[src/rtl/fetch_pkg.sv]
// Shared definitions for the instruction-fetch stage: FSM encoding, reset
// instruction and the opcode/funct field positions handed to Main_Decoder.
package fetch_pkg;

    typedef enum logic [1:0] {
        S_RESET = 2'd0,
        S_FETCH = 2'd1,
        S_ISSUE = 2'd2
    } fetch_state_t;

    localparam logic [31:0] NOP_INSTR = 32'h0000_0013;

    localparam int OP_LSB = 0;
    localparam int OP_W   = 6;
    localparam int F_LSB  = 12;
    localparam int F_W    = 3;

endpackage

[src/rtl/fetch_unit_next_pc_sel.sv]
// Next-PC selection: jalr target, PC-relative branch/jump target or
// sequential pc+4, in that priority. Purely combinational.
module next_pc_sel #(
    parameter int XLEN = 32
) (
    input  logic [XLEN-1:0] pc,
    input  logic [XLEN-1:0] imm,
    input  logic [XLEN-1:0] alu_result,
    input  logic            PCSrc,
    input  logic            Jalr,
    output logic [XLEN-1:0] next_pc,
    output logic [XLEN-1:0] pc_plus4
);

    // NOTE: every output is given a value before any branch, so no path
    // through the block leaves it unassigned and no latch is inferred.
    always_comb begin
        pc_plus4 = pc + XLEN'(4);
        next_pc  = pc_plus4;
        if (Jalr) begin
            // jalr targets always have bit 0 cleared
            next_pc = alu_result & ~XLEN'(1);
        end else if (PCSrc) begin
            next_pc = pc + imm;
        end
    end

endmodule

[src/rtl/fetch_unit.sv]
// Instruction-fetch stage feeding Main_Decoder. Optional misaligned-target
// trap is enabled by defining FETCH_MISALIGN_TRAP_EN.
module fetch_unit
    import fetch_pkg::*;
#(
    parameter int              XLEN     = 32,
    parameter logic [XLEN-1:0] RESET_PC = 32'h0000_0000
`ifdef FETCH_MISALIGN_TRAP_EN
    ,
    parameter logic [XLEN-1:0] TRAP_PC  = 32'h0000_0100
`endif
) (
    input  logic            clk,
    input  logic            rst,
    output logic            imem_req,
    output logic [XLEN-1:0] imem_addr,
    input  logic [31:0]     imem_rdata,
    input  logic            imem_ready,
    output logic [31:0]     instr,
    output logic [5:0]      op,
    output logic [2:0]      F,
    output logic            instr_valid,
    output logic [XLEN-1:0] pc,
    output logic [XLEN-1:0] pc_plus4,
    input  logic            PCSrc,
    input  logic            Jalr,
    input  logic [XLEN-1:0] imm,
    input  logic [XLEN-1:0] alu_result,
    input  logic            ex_done
`ifdef FETCH_MISALIGN_TRAP_EN
    ,
    output logic            misalign
`endif
);

    fetch_state_t    state, state_next;
    logic [XLEN-1:0] next_pc;
    logic [XLEN-1:0] pc_load;

    next_pc_sel #(.XLEN(XLEN)) u_next_pc_sel (
        .pc         (pc),
        .imm        (imm),
        .alu_result (alu_result),
        .PCSrc      (PCSrc),
        .Jalr       (Jalr),
        .next_pc    (next_pc),
        .pc_plus4   (pc_plus4)
    );

`ifdef FETCH_MISALIGN_TRAP_EN
    logic trap;
    assign trap    = (next_pc[1:0] != 2'b00);
    assign pc_load = trap ? TRAP_PC : next_pc;
`else
    assign pc_load = next_pc;
`endif

    assign imem_addr = pc;
    assign op        = instr[OP_LSB +: OP_W];
    assign F         = instr[F_LSB +: F_W];

    always_comb begin
        state_next = state;
        imem_req   = 1'b0;
        case (state)
            S_RESET: state_next = S_FETCH;
            S_FETCH: begin
                imem_req = 1'b1;
                if (imem_ready) state_next = S_ISSUE;
            end
            S_ISSUE: if (ex_done) state_next = S_FETCH;
            default: state_next = S_RESET;
        endcase
    end

    // NOTE: sequential state uses non-blocking assignments so every register
    // samples the pre-edge values, independent of statement order.
    always_ff @(posedge clk) begin
        if (rst) begin
            state       <= S_RESET;
            pc          <= RESET_PC;
            instr       <= NOP_INSTR;
            instr_valid <= 1'b0;
`ifdef FETCH_MISALIGN_TRAP_EN
            misalign    <= 1'b0;
`endif
        end else begin
            state <= state_next;
`ifdef FETCH_MISALIGN_TRAP_EN
            misalign <= 1'b0;
`endif
            if (state == S_FETCH && imem_ready) begin
                instr       <= imem_rdata;
                instr_valid <= 1'b1;
            end
            if (state == S_ISSUE && ex_done) begin
                pc          <= pc_load;
                instr_valid <= 1'b0;
`ifdef FETCH_MISALIGN_TRAP_EN
                misalign    <= trap;
`endif
            end
        end
    end

endmodule

[config.mk]
export PLATFORM = sky130hd
export DESIGN_NAME = fetch_unit
export DESIGN_NICKNAME = d
export VERILOG_FILES = /design/src/rtl/fetch_pkg.sv /design/src/rtl/fetch_unit_next_pc_sel.sv /design/src/rtl/fetch_unit.sv
export SDC_FILE = /design/constraint.sdc
export NUM_CORES = 1
export LEC_CHECK = 0
export ABC_AREA = 1
export CORE_UTILIZATION = 30
export CTS_CLUSTER_DIAMETER = 150
export DETAILED_ROUTE_END_ITERATION = 6
export PLACE_DENSITY = 0.61
export SLEW_MARGIN = 10
export SYNTH_ARGS = -nofsm -noshare
export SYNTH_HDL_FRONTEND = slang
export SYNTH_HIERARCHICAL = 1
export SYNTH_SLANG_ARGS = --single-unit
[constraint.sdc]
create_clock -name clk -period 2.3 [get_ports clk]
set_input_delay 0.23 -clock clk [delete_from_list [all_inputs] [get_ports clk]]
set_output_delay 0.23 -clock clk [all_outputs]
set_load 0.02 [all_outputs]
# Yosys cells after proc, flatten, opt, wreduce, memory -nomap -nowiden
# Index checks and enable logic that the tools add are counted.
[classes]
add_sub_neg = 2
multipliers = 0
div_mod_pow = 0
magnitude_cmp = 0
n_eq_ne = 4
shift = 0
mux = 6
n_bitwise = 0
n_reduce_logical = 5
[ops]
columns = ["cell", "count"]
rows = [
  ["$mux 32", 2],
  ["$add 32x3->32 const B", 1],
  ["$add 32x32->32", 1],
  ["$pmux 2 s3", 1],
  ["$mux 2", 2],
  ["$ne 2x2->1 const B", 2],
  ["$eq 2x1->1 const B", 1],
  ["$eq 2x2->1 const B", 1],
  ["$logic_and 1x1->1", 2],
  ["$logic_not 2->1", 1],
  ["$reduce_and 2->1", 1],
  ["$reduce_or 2->1", 1],
  ["$mux 1", 1],
]
[totals]
reg_bits = 67
latch_bits = 0
ramBits = 0
rom_bits = 0
in_bits = 102
out_inout_bits = 139
word_cells = 21
memories = 0

# Logic depth before layout (Yosys ltp)
# Gate-level depths: netlist of run 1.
[logic_depth]
depth_word = 3
depth_mapped = 16
depth_no_buf = 16

# Cells and area by module
# The synthesis of run 1 kept the hierarchy.
[modules_own_cells]
columns = ["mod", "instances", "cells_per_inst", "area_each_um2", "seq_area_each_um2"]
rows = [
  ["next_pc_sel", 1, 773, 3737.3, 0.0],
  ["fetch_unit", 1, 456, 3024.2, 1341.3],
]

# Worst setup path after synthesis of run 1
# OpenSTA, ideal clock, no wires.
[synth_timing]
path_kind = "register to register"
startpoint = "register pc[2] (netlist: imem_addr[2])"
endpoint = "register pc[16] (netlist: imem_addr[16])"
setup_ps = 64
arrival_ps = 2110
t_required_ps = 2236
slack_ps = 126
stages_incl_launch_ff = 11
n_path_buf = 0
period_less_slack_ps = 2174
path_cell_list = "dfxtp_1 > ha_1 > nand3_2 > inv_2 > nand3_2 > nor2_2 > xor2_1 > o21ai_1 > o21ai_1 > nor2_1 > nor2_1"
[synth_via]
elab_chain_cells = 3
elab_cells_between_ends = 4
classes_between = "2 x add/sub; 2 x mux"
[synth_rtl]
columns = ["element", "line_no", "text"]
rows = [
  ["start, declared", "fetch_unit.sv:23", "output logic [XLEN-1:0] pc,"],
  ["start signal, assigned", "fetch_unit.sv:97", "pc <= pc_load;"],
  ["$add 32x3->32", "fetch_unit_next_pc_sel.sv:18", "pc_plus4 = pc + XLEN'(4);"],
  ["via pc_plus4[16]", "fetch_unit.sv:24", "output logic [XLEN-1:0] pc_plus4,"],
  ["$mux 32", "fetch_unit_next_pc_sel.sv:23", "end else if (PCSrc) begin"],
  ["$mux 32", "fetch_unit_next_pc_sel.sv:20", "if (Jalr) begin"],
  ["via next_pc[16]", "fetch_unit.sv:37", "logic [XLEN-1:0] next_pc;"],
]
# The timed path passes the listed nets, and every way through them passes these cells.
# A chain may end at the register's enable or synchronous reset.

# Final worst setup path of run 1
[layout_timing]
startpoint = "register pc[14] (netlist: imem_addr[14])"
endpoint = "output port pc_plus4[29]"
[layout_via]
elab_chain_cells = 1
[layout_rtl]
columns = ["element", "line_no"]
rows = [
  ["$add 32x3->32", "fetch_unit_next_pc_sel.sv:18"],
  ["end, declared", "fetch_unit.sv:24"],
]
# No other way between the ends.

==> impl_metrics.yaml, run 1 <==
outcome:
  status: "complete, but fails checks"
  failed_checks: "design-rule violations"
logic_synthesis:
  synth_edf_count: 0
  synth_cell_type_count: 35
  yosys-top-cells-count: "432 x nand2_1, 194 x nor2_1, 186 x inv_1, 67 x dfxtp_1, 63 x nand3_1"
  syn_area_per_cell_um2: 5.50
  ys_ff_latch: 67
  syn_inst: 1229
  yosysMostFrequentCell: "nand2_1"
  synth_ff_type: "dfxtp_1"
  yosysTopAreaCellShare: 0.240
  async_flop_share: 0
  synth_top_area_cell: "nand2_1"
  synth_fp_nets: 1364
  ys_seq_area_frac: 0.198
  synth_warnings: 6
  netlist_area_um2: 6760
  ys_top_cells_by_area: "nand2_1 24%, dfxtp_1 20%, nor2_1 11%"
floorplanning:
  dieArea_um2: 23100
  coreArea_um2: 22000
  io_pins: 241
  fp.dieH_um: 152
  fp.dieW_um: 152
  rows: 54
  start_util: 0.308
clock_network:
  cts_buffers: 9
  path_clk_slew_ns: 0.06
  cts_tree: "done"
  clock_sinks: 67
  cts_root_buf: "clkbuf_16"
  htree_num_levels: 3
  worstSkewPairLatency_ns: 0.34
  cts_hold_buf: 0
  clockBufferDepth: 2
global_route:
  grt-ovfl-total: 0
  grt_pass1_wl_um: 41300
  grtUsageTotal: 0.227
  grt_max_degree: 61
  grt_pass1_vias: 7867
  antenna_found_initial: 0
detailed_routing:
  ant_nets: 0
  first_pass_iters: 7
  wire_per_inst_um: 14.6
  wl_um: 26500
  vias: 8224
  viasPerCell: 4.52
  route.detailed.drc: 18
  drt-initial-drc-count: 431
pwr:
  cellPowerDensity_nw_per_um2: 383
  p_int_uw: 2740
  netSwitchingFraction: 0.328
  switchingPower_uw: 1340
  power_frac_clock: 0.353
  seq_power_share: 0.313
  power_uw: 4080
  p_comb_frac: 0.334
  p_leak_uw: 0.00555
  peakVddDrop_v: 0.000290
placement:
  place_inst: 1797
  port_buffers: 239
  pre_cts_slack_ns: -0.282
  place.gp.congestion: 0.923
  dp_hpwl_um: 21400
sta:
  slew_headroom: 0.639
  maxSlewViolCount: 0
  setup_viol: 0
  min_period_ns: 2.24
  finalHoldViolCount: 0
  rsz0062_at_grt: "true"
  fin_ws_ns: 0.0582
  holdWs_ns: 0.445
  fmax_ghz: 0.446
  worst_pin_slew_ns: 0.540
  fin_crit_sh: 0.975
  skew_ns: 0.00805
setup_path:
  worst_ep_arrival_time_ns: 2.01
  worstSetupEndpointType: "primary output"
  cp.required_ns: 2.07
  cp_max_fo: 3
  crit_type: "flip-flop to primary output"
  cp-start-kind: "flip-flop"
run:
  drv_cap: 0
final_layout:
  post-route-util: 0.486
  drive_gt1_frac: 0.173
  nets: 1668
  syn2layout_area_growth_pct: 57.9
  stdcell_count: 1818
  n_antenna_cell: 0
worst_hold_path:
  hp-class: "flip-flop to flip-flop"
==> stage by stage <==
| step | instance area (um^2) | TNS (ns) |
|---|---|---|
| finish | 10700 | 0 |
| global route | 10700 | -0.0843 |
| CTS | 10300 | 0 |
| detailed placement | 10000 | -4.27 |
| global placement | 10000 | -3.65 |
| floorplan | 6760 | 0 |
==> registers in the layout (all words and copies together), names as in the netlist <==
name and flops:
state 2, instr_valid 1, imem_addr 32, instr 32
==> area by class of cell <==
class,instances,area (um^2)
Clock buffer,10,239
Tap cell,280,350
Multi-Input combinational cell,899,4590
Sequential cell,67,1370
Inverter,188,706
Clock inverter,6,63.8
Fill cell,2298,11300
Timing Repair Buffer,368,3360
==> path summary, 6_finish.rpt <==
check	from	endpoint	slack (ns)	cells past startpoint
max	imem_addr[14]	pc_plus4[29]	0.06	8
min reg2reg	instr_valid	instr_valid	0.44	2
min	instr_valid	instr_valid	0.44	2
max reg2reg	imem_addr[11]	imem_addr[12]	0.10	12
==> placed cells by master (no fill, tap or decap), types with 9 or more instances in the layout <==
cell and instances:
nand2_1 414, clkdlybuf4s50_1 214, nor2_1 185, inv_1 185
buf_4 123, nand3_1 60, dfxtp_1 53, o21ai_0 27
a21oi_1 25, nand2_2 20, xor2_1 18, ha_1 17
o21ai_1 15, nor2_2 13, nand3b_1 12, dfxtp_2 10
a21oi_2 10, clkbuf_16 9, ha_4 9
==> power by group through the flow <==
stage / Combinational [uW] / Sequential [uW] / Clock, uW
detailed placement: 1320 / 1300 / 0
global route: 1490 / 1290 / 1530
CTS: 1320 / 1280 / 1480
floorplan: 596 / 1380 / 0
finish: 1360 / 1280 / 1440
global placement: 1310 / 1300 / 0
==> what timing repair did <==
| item | CTS | global route |
|---|---|---|
| resized for setup | 55 | 104 |
| pin swaps | 1 | 8 |
| buffers inserted | 1 | 4 |
| setup endpoints to repair | 25 | 45 |
==> per-layer routing <==
| layer | track usage | up-vias | routed length (um) |
|---|---|---|---|
| li1 | - | 4304 | - |
| met1 | 0.278 | 3628 | 11300 |
| met2 | 0.403 | 277 | 12800 |
| met3 | 0.0525 | 15 | 2170 |
| met4 | 0.0462 | 0 | 252 |
| met5 | 0 | - | 0 |
==> kinds of logic (layout without fill, tap and decap cells) <==
kind of cell	count (synthesis)	in the layout	share of synthesized area
AND/OR/NAND/NOR	749	749	0.458
buffers and inverters	263	572	0.175
AO/OA/AOI/OAI	91	91	0.0724
flip-flops	67	67	0.198
adder cells (fa/ha/maj)	33	33	0.0622
XOR/XNOR	26	26	0.0337
==> critical path: stages (launching register included) <==
cell and delay, ns:
dfxtp_1 0.37, nand2_1 0.13, nor2_2 0.16, nand3_1 0.12, buf_4 0.17, nor3_4 0.17, nand3b_1 0.10, nand2_1 0.11
dlygate4sd2_1 0.34
Power figures use the tool's default switching activity.
==> inputs of run 2 (changes only) <==
--- a/config.mk
+++ b/config.mk
@@ -9,6 +9,7 @@
 export CORE_UTILIZATION = 30
 export CTS_CLUSTER_DIAMETER = 150
 export DETAILED_ROUTE_END_ITERATION = 6
+export GPL_ROUTABILITY_DRIVEN = 0
 export PLACE_DENSITY = 0.61
 export SLEW_MARGIN = 10
 export SYNTH_ARGS = -nofsm -noshare
==> impl_metrics.yaml, run 2 (synthesis results as in run 1) <==
setup_path:
  cp_max_fo: 5
  cp.required_ns: 2.07
  slowest_delay_ns: 0.37
  worstSetupEndpointType: "primary output"
  r2r-end: "imem_addr[23]"
  r2r_setup_slack_ns: 0.09
  rr_worst_depth: 15
  r2r-start: "imem_addr[5]"
  path_cells: "ha_2 > nand3_4 > inv_4 > nand3_2 > nor2_2 > xor2_1 > buf_4 > clkdlybuf4s15_2"
  slowest_stage: "dfxtp_2"
  crit_type: "flip-flop to primary output"
  worst_ep_arrival_time_ns: 2.03
  cp-start-kind: "flip-flop"
sta:
  setup_viol: 0
  fmax_ghz: 0.442
  fin_crit_sh: 0.984
  skew_ns: 0.00848
  slew_headroom: 0.428
  finalHoldViolCount: 0
  fin_ws_ns: 0.0374
  worst_pin_slew_ns: 0.857
  min_period_ns: 2.26
  rsz0062_at_grt: "true"
  maxSlewViolCount: 0
worst_hold_path:
  hp-start: "instr_valid"
  hold_path_end: "instr_valid"
  hp-class: "flip-flop to flip-flop"
  hold_depth: 2
floorplanning:
  rows: 54
  fp.dieW_um: 152
  coreArea_um2: 22000
  io_pins: 241
  fp.dieH_um: 152
  dieArea_um2: 23100
  start_util: 0.308
global_route:
  grt_pass1_wl_um: 40500
  grt_pass1_vias: 7881
  grt-ovfl-total: 0
  grtUsageTotal: 0.223
  grt_max_degree: 66
  antenna_found_initial: 0
detailed_routing:
  wl_um: 26300
  wire_per_inst_um: 14.5
  vias: 8330
  ant_nets: 0
  viasPerCell: 4.58
  drt-initial-drc-count: 442
  route.detailed.drc: 18
  first_pass_iters: 7
clock_network:
  worstSkewPairLatency_ns: 0.35
  cts_tree: "done"
  clock_sinks: 67
  path_clk_slew_ns: 0.06
  cts_buffers: 9
  cts_root_buf: "clkbuf_16"
  clockBufferDepth: 2
  htree_num_levels: 3
placement:
  dp_hpwl_um: 20800
  pre_cts_slack_ns: -0.258
  place_inst: 1797
  port_buffers: 239
final_layout:
  drive_gt1_frac: 0.178
  syn2layout_area_growth_pct: 58.4
  stdcell_count: 1817
  final_cell_mix: "411 x nand2_1, 214 x clkdlybuf4s50_1, 185 x inv_1, 181 x nor2_1, 123 x buf_4"
  final_common_cell: "nand2_1"
  nets: 1667
  n_antenna_cell: 0
pwr:
  power_uw: 4110
  peakVddDrop_v: 0.000407
  cellPowerDensity_nw_per_um2: 384
  p_leak_uw: 0.00560
run:
  drv_cap: 0
outcome:
  status: "complete, but fails checks"
  failed_checks: "design-rule violations"
run 2: worst max path at each step:
stage,start,endpoint,depth (start not counted)
3_3_place_gp,imm[0],imem_addr[24],14
4_1_cts,imem_addr[2],pc_plus4[16],8
3_5_place_dp,imm[0],imem_addr[24],14
2_1_floorplan,imem_addr[2],imem_addr[16],10
6_report,imem_addr[2],pc_plus4[16],8
5_1_grt,imem_addr[13],imem_addr[23],14
run 2: stage by stage:
stage / hold slack [ns] / setup TNS, ns / instance area [um^2] / util
2_1_floorplan: 0.299 / 0 / 6760 / -
3_3_place_gp: 0.430 / -3.50 / 10000 / 0.456
3_5_place_dp: 0.444 / -4.06 / 10000 / 0.456
4_1_cts: 0.449 / -0.00718 / 10400 / 0.473
5_1_grt: 0.465 / -0.0892 / 10700 / 0.488
6_report: 0.459 / 0 / 10700 / 0.488
run 2: worst max-delay path: cells and delay by family (launching register included):
kind | cells | cell delay [ns]
xor+xnor | 1 | 0.15
fa+ha+maj | 1 | 0.23
simple gates | 3 | 0.43
flops | 1 | 0.37
buf+inv | 3 | 0.51
run 2: timing repair:
item	4_1_cts	5_1_grt
setup endpoints to repair	25	41
pin swaps	0	8
hold buffers	0	0
buffers inserted	0	4
resized for setup	63	104
endpoints found under the hold margin	0	0
run 2: area by class of cell:
| class | instances | area (um^2) |
|---|---|---|
| Clock buffer | 11 | 253 |
| Clock inverter | 5 | 60.1 |
| Fill cell | 2282 | 11200 |
| Inverter | 188 | 708 |
| Multi-Input combinational cell | 899 | 4620 |
| Sequential cell | 67 | 1360 |
| Tap cell | 280 | 350 |
| Timing Repair Buffer | 367 | 3360 |
run 2: where the power goes:
| group | internal, uW | switching, uW | leakage [uW] |
|---|---|---|---|
| sequential | 1230 | 53.8 | 0.000555 |
| clock | 902 | 574 | 0.000152 |
| combinational | 648 | 709 | 0.00489 |
| total | 2780 | 1340 | 0.00560 |
run 2: routing by layer:
metal | vias up | global-route usage | part of all wire
li1 | 4306 | - | -
met1 | 3710 | 0.266 | 0.42
met2 | 278 | 0.387 | 0.47
met3 | 36 | 0.0536 | 0.079
met4 | 0 | 0.0831 | 0.025
met5 | - | 0 | 0
